## src/rtl/dmem_pkg.sv

```systemverilog
// Shared definitions for the data-memory load/store unit: size codes, FSM states, request record.
// Latency: n/a (types and constants only).
// Backpressure: n/a.
package dmem_pkg;

    localparam logic [1:0] SZ_B = 2'b00;
    localparam logic [1:0] SZ_H = 2'b01;
    localparam logic [1:0] SZ_W = 2'b10;
    localparam logic [1:0] SZ_X = 2'b11;

    localparam int MAX_WAIT_CYCLES = 15;

    typedef enum logic [1:0] {
        ST_CLEAR,
        ST_IDLE,
        ST_WAIT,
        ST_RESP
    } state_t;

    typedef struct packed {
        logic        we;
        logic [1:0]  size;
        logic        uns;
        logic [31:0] addr;
        logic [31:0] wdata;
    } req_t;

    // Illegal size code or an access that straddles its natural alignment.
    function automatic logic size_misaligned(input logic [1:0] size, input logic [1:0] lo);
        return (size == SZ_X) ||
               ((size == SZ_H) && lo[0]) ||
               ((size == SZ_W) && (lo != 2'b00));
    endfunction

endpackage

```

## src/rtl/dmem_load_align.sv

```systemverilog
// Extracts the addressed byte/half/word from a memory word and sign- or zero-extends it.
// Latency: combinational.
// Backpressure: none.
module dmem_load_align (
    input  logic [31:0] word,
    input  logic [1:0]  addr_lo,
    input  logic [1:0]  size,
    input  logic        load_unsigned,
    output logic [31:0] data
);
    import dmem_pkg::*;

    logic [31:0] sh;

    always_comb begin
        sh   = word >> {addr_lo, 3'b000};
        data = '0;
        case (size)
            SZ_B:    data = load_unsigned ? {24'h0, sh[7:0]}   : {{24{sh[7]}}, sh[7:0]};
            SZ_H:    data = load_unsigned ? {16'h0, sh[15:0]}  : {{16{sh[15]}}, sh[15:0]};
            SZ_W:    data = sh;
            default: data = '0;
        endcase
    end

endmodule

```

## src/rtl/data_mem_lsu.sv

```systemverilog
// Byte-addressed data memory with load/store request port; wiped to zero after every reset.
// Latency: response WAIT_CYCLES+1 cycles after the accept edge, one request in flight.
// Backpressure: req_ready only in IDLE; responses cannot be stalled.
module data_mem_lsu #(
    parameter int ADDR_W      = 8,
    parameter int WAIT_CYCLES = 1
) (
    input  logic        clk,
    input  logic        reset,
    input  logic        req_valid,
    output logic        req_ready,
    input  logic        req_we,
    input  logic [1:0]  req_size,
    input  logic        req_unsigned,
    input  logic [31:0] req_addr,
    input  logic [31:0] req_wdata,
    output logic        rsp_valid,
    output logic [31:0] rsp_rdata,
    output logic        rsp_err,
    output logic        clr_busy
);
    import dmem_pkg::*;

    localparam int IDX_W    = (ADDR_W > 2) ? ADDR_W - 2 : 1;
    localparam int WORDS    = 2 ** (ADDR_W - 2);
    localparam int WAIT_EFF = (WAIT_CYCLES > MAX_WAIT_CYCLES) ? MAX_WAIT_CYCLES : WAIT_CYCLES;

    typedef logic [IDX_W-1:0]  idx_t;
    typedef logic [ADDR_W-1:0] baddr_t;

    localparam idx_t       CLR_LAST  = idx_t'(WORDS - 1);
    localparam logic [3:0] WAIT_INIT = 4'((WAIT_EFF > 0) ? WAIT_EFF - 1 : 0);

    logic [7:0]  mem [2**ADDR_W];

    state_t      state;
    idx_t        clr_idx;
    logic [3:0]  cnt;
    req_t        req_q;
    req_t        req_live;
    req_t        acc;

    logic        acc_fire;
    logic        acc_err;
    idx_t        acc_idx;
    logic [31:0] rd_word;
    logic [31:0] ld_data;

    logic        wr_en;
    idx_t        wr_idx;
    logic [3:0]  wr_be;
    logic [31:0] wr_dat;

    always_comb begin
        req_live.we    = req_we;
        req_live.size  = req_size;
        req_live.uns   = req_unsigned;
        req_live.addr  = req_addr;
        req_live.wdata = req_wdata;
    end

    // With zero wait states the access happens on the accept edge itself, so
    // the live request fields stand in for the not-yet-latched copy.
    always_comb begin
        acc      = (state == ST_IDLE) ? req_live : req_q;
        acc_fire = ((state == ST_WAIT) && (cnt == 4'd0)) ||
                   ((WAIT_EFF == 0) && (state == ST_IDLE) && req_valid);
        acc_err  = size_misaligned(acc.size, acc.addr[1:0]) ||
                   ((acc.addr >> ADDR_W) != 32'd0);
        acc_idx  = idx_t'(acc.addr >> 2);
    end

    always_comb begin
        rd_word = '0;
        for (int k = 0; k < 4; k++) begin
            rd_word[8*k +: 8] = mem[baddr_t'({acc_idx, 2'(k)})];
        end
    end

    dmem_load_align u_align (
        .word          (rd_word),
        .addr_lo       (acc.addr[1:0]),
        .size          (acc.size),
        .load_unsigned (acc.uns),
        .data          (ld_data)
    );

    // One write port shared by the post-reset wipe and by stores.
    always_comb begin
        wr_en  = 1'b0;
        wr_idx = acc_idx;
        wr_be  = 4'h0;
        wr_dat = acc.wdata << {acc.addr[1:0], 3'b000};
        if (state == ST_CLEAR) begin
            wr_en  = 1'b1;
            wr_idx = clr_idx;
            wr_be  = 4'hF;
            wr_dat = '0;
        end else if (acc_fire && acc.we && !acc_err) begin
            wr_en = 1'b1;
            case (acc.size)
                SZ_B:    wr_be = 4'b0001 << acc.addr[1:0];
                SZ_H:    wr_be = 4'b0011 << acc.addr[1:0];
                default: wr_be = 4'b1111;
            endcase
        end
    end

    // Reset on the access edge must abort the store, hence the reset gate.
    always_ff @(posedge clk) begin
        if (wr_en && !reset) begin
            for (int k = 0; k < 4; k++) begin
                if (wr_be[k]) begin
                    mem[baddr_t'({wr_idx, 2'(k)})] <= wr_dat[8*k +: 8];
                end
            end
        end
    end

    always_ff @(posedge clk) begin
        if (reset) begin
            state     <= ST_CLEAR;
            clr_idx   <= '0;
            cnt       <= 4'd0;
            req_q     <= '0;
            rsp_valid <= 1'b0;
            rsp_rdata <= '0;
            rsp_err   <= 1'b0;
            req_ready <= 1'b0;
            clr_busy  <= 1'b1;
        end else begin
            rsp_valid <= 1'b0;
            case (state)
                ST_CLEAR: begin
                    if (clr_idx == CLR_LAST) begin
                        state     <= ST_IDLE;
                        req_ready <= 1'b1;
                        clr_busy  <= 1'b0;
                    end else begin
                        clr_idx <= clr_idx + idx_t'(1);
                    end
                end
                ST_IDLE: begin
                    if (req_valid) begin
                        req_q     <= req_live;
                        req_ready <= 1'b0;
                        if (WAIT_EFF == 0) begin
                            state <= ST_RESP;
                        end else begin
                            state <= ST_WAIT;
                            cnt   <= WAIT_INIT;
                        end
                    end
                end
                ST_WAIT: begin
                    if (cnt == 4'd0) begin
                        state <= ST_RESP;
                    end else begin
                        cnt <= cnt - 4'd1;
                    end
                end
                ST_RESP: begin
                    state     <= ST_IDLE;
                    req_ready <= 1'b1;
                end
                default: begin
                    state <= ST_CLEAR;
                end
            endcase
            if (acc_fire) begin
                rsp_valid <= 1'b1;
                rsp_err   <= acc_err;
                rsp_rdata <= (acc_err || acc.we) ? 32'h0 : ld_data;
            end
        end
    end

endmodule

```

## config.mk

```make
export PLATFORM = sky130hd
export DESIGN_NAME = data_mem_lsu
export DESIGN_NICKNAME = d
export VERILOG_FILES = /design/src/rtl/dmem_pkg.sv /design/src/rtl/dmem_load_align.sv /design/src/rtl/data_mem_lsu.sv
export SDC_FILE = /design/constraint.sdc
export NUM_CORES = 2
export LEC_CHECK = 0
export CORE_AREA = 2 2 485 487
export DETAILED_ROUTE_END_ITERATION = 12
export DIE_AREA = 0 0 487 489
export PLACE_DENSITY_LB_ADDON = 0.05
export SLEW_MARGIN = 20
export SYNTH_ARGS = -nofsm -noshare
export SYNTH_HDL_FRONTEND = slang
export SYNTH_SLANG_ARGS = --single-unit
```

## constraint.sdc

```tcl
create_clock -name clk -period 6.92 [get_ports clk]
set_clock_uncertainty 0.1 [all_clocks]
set_input_delay 0.692 -clock clk [delete_from_list [all_inputs] [get_ports clk]]
set_output_delay 0.692 -clock clk [all_outputs]
set_load 0.005 [all_outputs]
```

==> flow_metrics.py <==
metrics = {
    "worst_setup_path": {
        "worstSetupPathType": "reg2reg",
        "crit_top_cell": "o21ai_0",
        "cp_num_buf_inv": 2,
        "cp_max_fo": 62,
        "critical-path-max-stage-delay_ns": 0.83,
        "required_ns": 7.59,
        "crit_path_top_delay_cell": "mux2_8",
        "startpoint_type": "register",
        "crit_arrival_ns": 6.17,
        "path_delay_family": "compound AO/OA/AOI/OAI gates",
        "crit_path_cell_trace": "inv_1 > ha_4 > mux2_8 > buf_12 > mux2i_1 > o22ai_1 > o21ai_0 > o21ai_0 > o21ai_0 > o32ai_1 > o21ai_1 > a21oi_1",
        "setup.worst_path.end_class": "register",
    },
    "cells_and_area": {
        "final_common_cell": "edfxtp_1",
        "final_cell_mix": "edfxtp_1 (2048), nand2_1 (1464), nand3_1 (532)",
        "nets": 7187,
        "final_cell_area_um2": 104000,
        "area_growth_pct": 15.4,
        "drive_gt1_share_pct": 13.7,
    },
    "yosys": {
        "synth_cell_types": 100,
        "ys_seq_area_share_pct": 70.5,
        "syn_nets": 6890,
        "muxShareOfSynthArea_pct": 5.21,
        "synth_compound_area_share_pct": 7.84,
        "synthSimpleGateAreaFrac_pct": 12.8,
        "synth_area_um2": 90500,
        "synthXorXnorAreaFrac_pct": 0.0484,
        "synth_top_family_by_area": "simple AND/OR/NAND/NOR gates",
        "synth_top_area_share_pct": 68.0,
        "avgSynthCellArea_um2": 13.3,
        "synthAdderAreaFrac_pct": 0.0968,
        "synthFlopType": "edfxtp_1",
        "synth_area_leaders": "edfxtp_1 (68%), nand2_1 (6.1%), mux2i_1 (4.0%), nand3_1 (2.9%), dfxtp_1 (2.6%)",
        "ys_warn_count": 0,
        "yosysTopAreaCell": "edfxtp_1",
        "netlist_instances": 6812,
        "synthArstFlopShare_pct": 0,
        "synth_edf_count": 2048,
        "synth-seq-cells": 2164,
    },
    "global_route": {
        "gr-usage-all-layers_pct": 26.9,
        "grt_max_degree": 123,
        "grt_antenna_before_repair": 18,
        "grt_pass1_wl_mm": 457,
        "grt_pass1_vias": 57900,
        "grt-ovfl-total": 0,
    },
    "clocking": {
        "clock_sinks": 2164,
        "cts_buffers": 234,
        "cts_tree": "done",
        "cts_resized": 0,
        "cts-root-buf": "clkbuf_16",
        "clkSlewWorstSetupHoldPaths_ns": 0.06,
        "cts_setup_buffers": 0,
        "ctsHtreeMaxLevel": 4,
        "clk_path_buf_depth": 3,
        "clkLatencyLatePin_ns": 0.91,
    },
    "floorplan": {
        "die-area_um2": 238000,
        "rows": 178,
        "fp.dieW_um": 487,
        "core_area_um2": 234000,
        "die_h_um": 489,
        "initial_utilization_pct": 38.7,
        "pin_count": 107,
    },
    "pwr": {
        "p_leak_nw": 34.8,
        "power.total_mw": 27.9,
        "vdd_drop_max_v": 0.000236,
        "power_per_cell_area_nw_per_um2": 268,
    },
    "route": {
        "drtIter0Drc": 7121,
        "first_pass_iters": 5,
        "num_vias": 60500,
        "ant_nets": 0,
        "avgRoutedWirePerCell_um": 31.3,
        "drc": 0,
        "via_per_inst": 5.84,
        "totalWireLength_mm": 324,
    },
    "sta": {
        "tns_ns": 0,
        "tightest_slew_ns": 1.42,
        "setup-violations-final": 0,
        "fin_crit_ns": 5.50,
        "slew_violations": 0,
        "fmax_mhz": 182,
        "rsz0062_at_grt": "no",
        "post-route-period-util_pct": 79.4,
        "relSlewSlack_pct": 4.27,
        "hold_viol_final": 0,
    },
    "flow_run": {
        "cap_violations": 0,
    },
    "hold_path": {
        "hold_path.class": "in2reg",
    },
    "status": {
        "outcome": "finished clean",
    },
    "place": {
        "place_area_um2": 96800,
        "portBuffers": 106,
        "hpwl_mm": 205,
        "gp_congestion": 0.881,
    },
}
[worst min-delay path, stage by stage]
cell	delay [ns]
buf_4	0.24
nand2_1	0.13
a21oi_1	0.06
[metrics by stage]
step | util (%) | cells | hold slack, ns | setup WS [ns]
6_report | 44.7 | 10400 | 0.225 | 1.42
3_5_place_dp | 41.4 | 9931 | 0.347 | 1.44
2_1_floorplan | - | 6812 | 0.332 | 1.09
3_3_place_gp | 41.4 | 9928 | 0.340 | 1.16
4_1_cts | 44.6 | 10400 | 0.147 | 1.44
5_1_grt | 44.7 | 10400 | 0.183 | 1.21
[state kept, by name (all words and copies together) (netlist names)]
register and flops:
mem 2048, req_q 68, rsp_rdata 32, clr_idx 6
cnt 4, state 2, clr_busy 1, req_ready 1
rsp_err 1, rsp_valid 1
[worst paths after layout]
check / startpoint / end / slack, ns / cells after the start
max reg2reg: state[1] / rsp_rdata[0] / 1.42 / 12
max: state[1] / rsp_rdata[0] / 1.42 / 12
min reg2reg: req_q[50] / req_q[50] / 0.35 / 2
min: req_addr[2] / req_q[34] / 0.22 / 3
[area by class of cell]
cell class / instances / area, um2
sequential: 2164 / 63800
inverter: 19 / 71.3
fill: 21100 / 129000
clock buffer: 286 / 6090
multi-input combinational: 4114 / 24200
clock inverter: 146 / 1370
antenna: 5 / 12.5
timing repair buffer: 576 / 5010
tap: 3060 / 3830
[where the power goes]
part           leakage, nW  internal, mW  switching (mW)  total [mW]
Combinational         10.7         0.388            1.06        1.45
Sequential            20.5          14.2          0.0208        14.2
Clock                 3.62          6.92            5.38        12.3
Total                 34.8          21.5            6.46        27.9
[Yosys cell counts, types with 7 or more instances]
| master | number |
|---|---|
| buf_8 | 9 |
| buf_4 | 67 |
| o2111ai_1 | 25 |
| dfxtp_1 | 116 |
| o21ai_0 | 121 |
| a2111oi_0 | 10 |
| o21a_1 | 9 |
| a311oi_1 | 53 |
| nor2_1 | 140 |
| o311ai_1 | 10 |
| edfxtp_1 | 2048 |
| mux2_2 | 26 |
| buf_6 | 61 |
| nor3_1 | 289 |
| nand2b_1 | 22 |
| o211ai_1 | 33 |
| and3_1 | 60 |
| a32oi_1 | 57 |
| nor2b_1 | 62 |
| o21ai_1 | 16 |
| mux4_2 | 31 |
| nand3b_1 | 7 |
| mux2i_1 | 360 |
| nand4_1 | 24 |
| nand2_1 | 1479 |
| o22ai_1 | 66 |
| a21oi_1 | 274 |
| ha_1 | 7 |
| buf_1 | 17 |
| a22oi_1 | 24 |
| a31oi_1 | 66 |
| clkbuf_1 | 175 |
| a21o_1 | 14 |
| buf_2 | 180 |
| o221ai_1 | 8 |
| a32o_1 | 21 |
| o31ai_1 | 14 |
| nand3_1 | 532 |
| nor4_1 | 18 |
| inv_1 | 18 |
| a211oi_1 | 64 |
| a221oi_1 | 52 |
[metal layers]
metal	vias to the layer above	GRT usage (%)	part of all wire [%]
met5	-	0	0.013
met4	6	7.98	3.0
met3	467	4.35	7.1
met2	2438	41.2	45
met1	31300	39.2	45
li1	26300	-	-
[logic make-up after synthesis]
logic type,after synthesis
buffers and inverters,534
XOR/XNOR,5
multiplexers,423
adder cells (fa/ha/maj),7
AO/OA/AOI/OAI,1024
flip-flops,2164
AND/OR/NAND/NOR,2655
[what timing repair did]
item,CTS,global route
endpoints found under the setup margin,0,0
hold endpoints to repair,1,0
hold buffers,1,0
(Power assumes the default switching activity.)
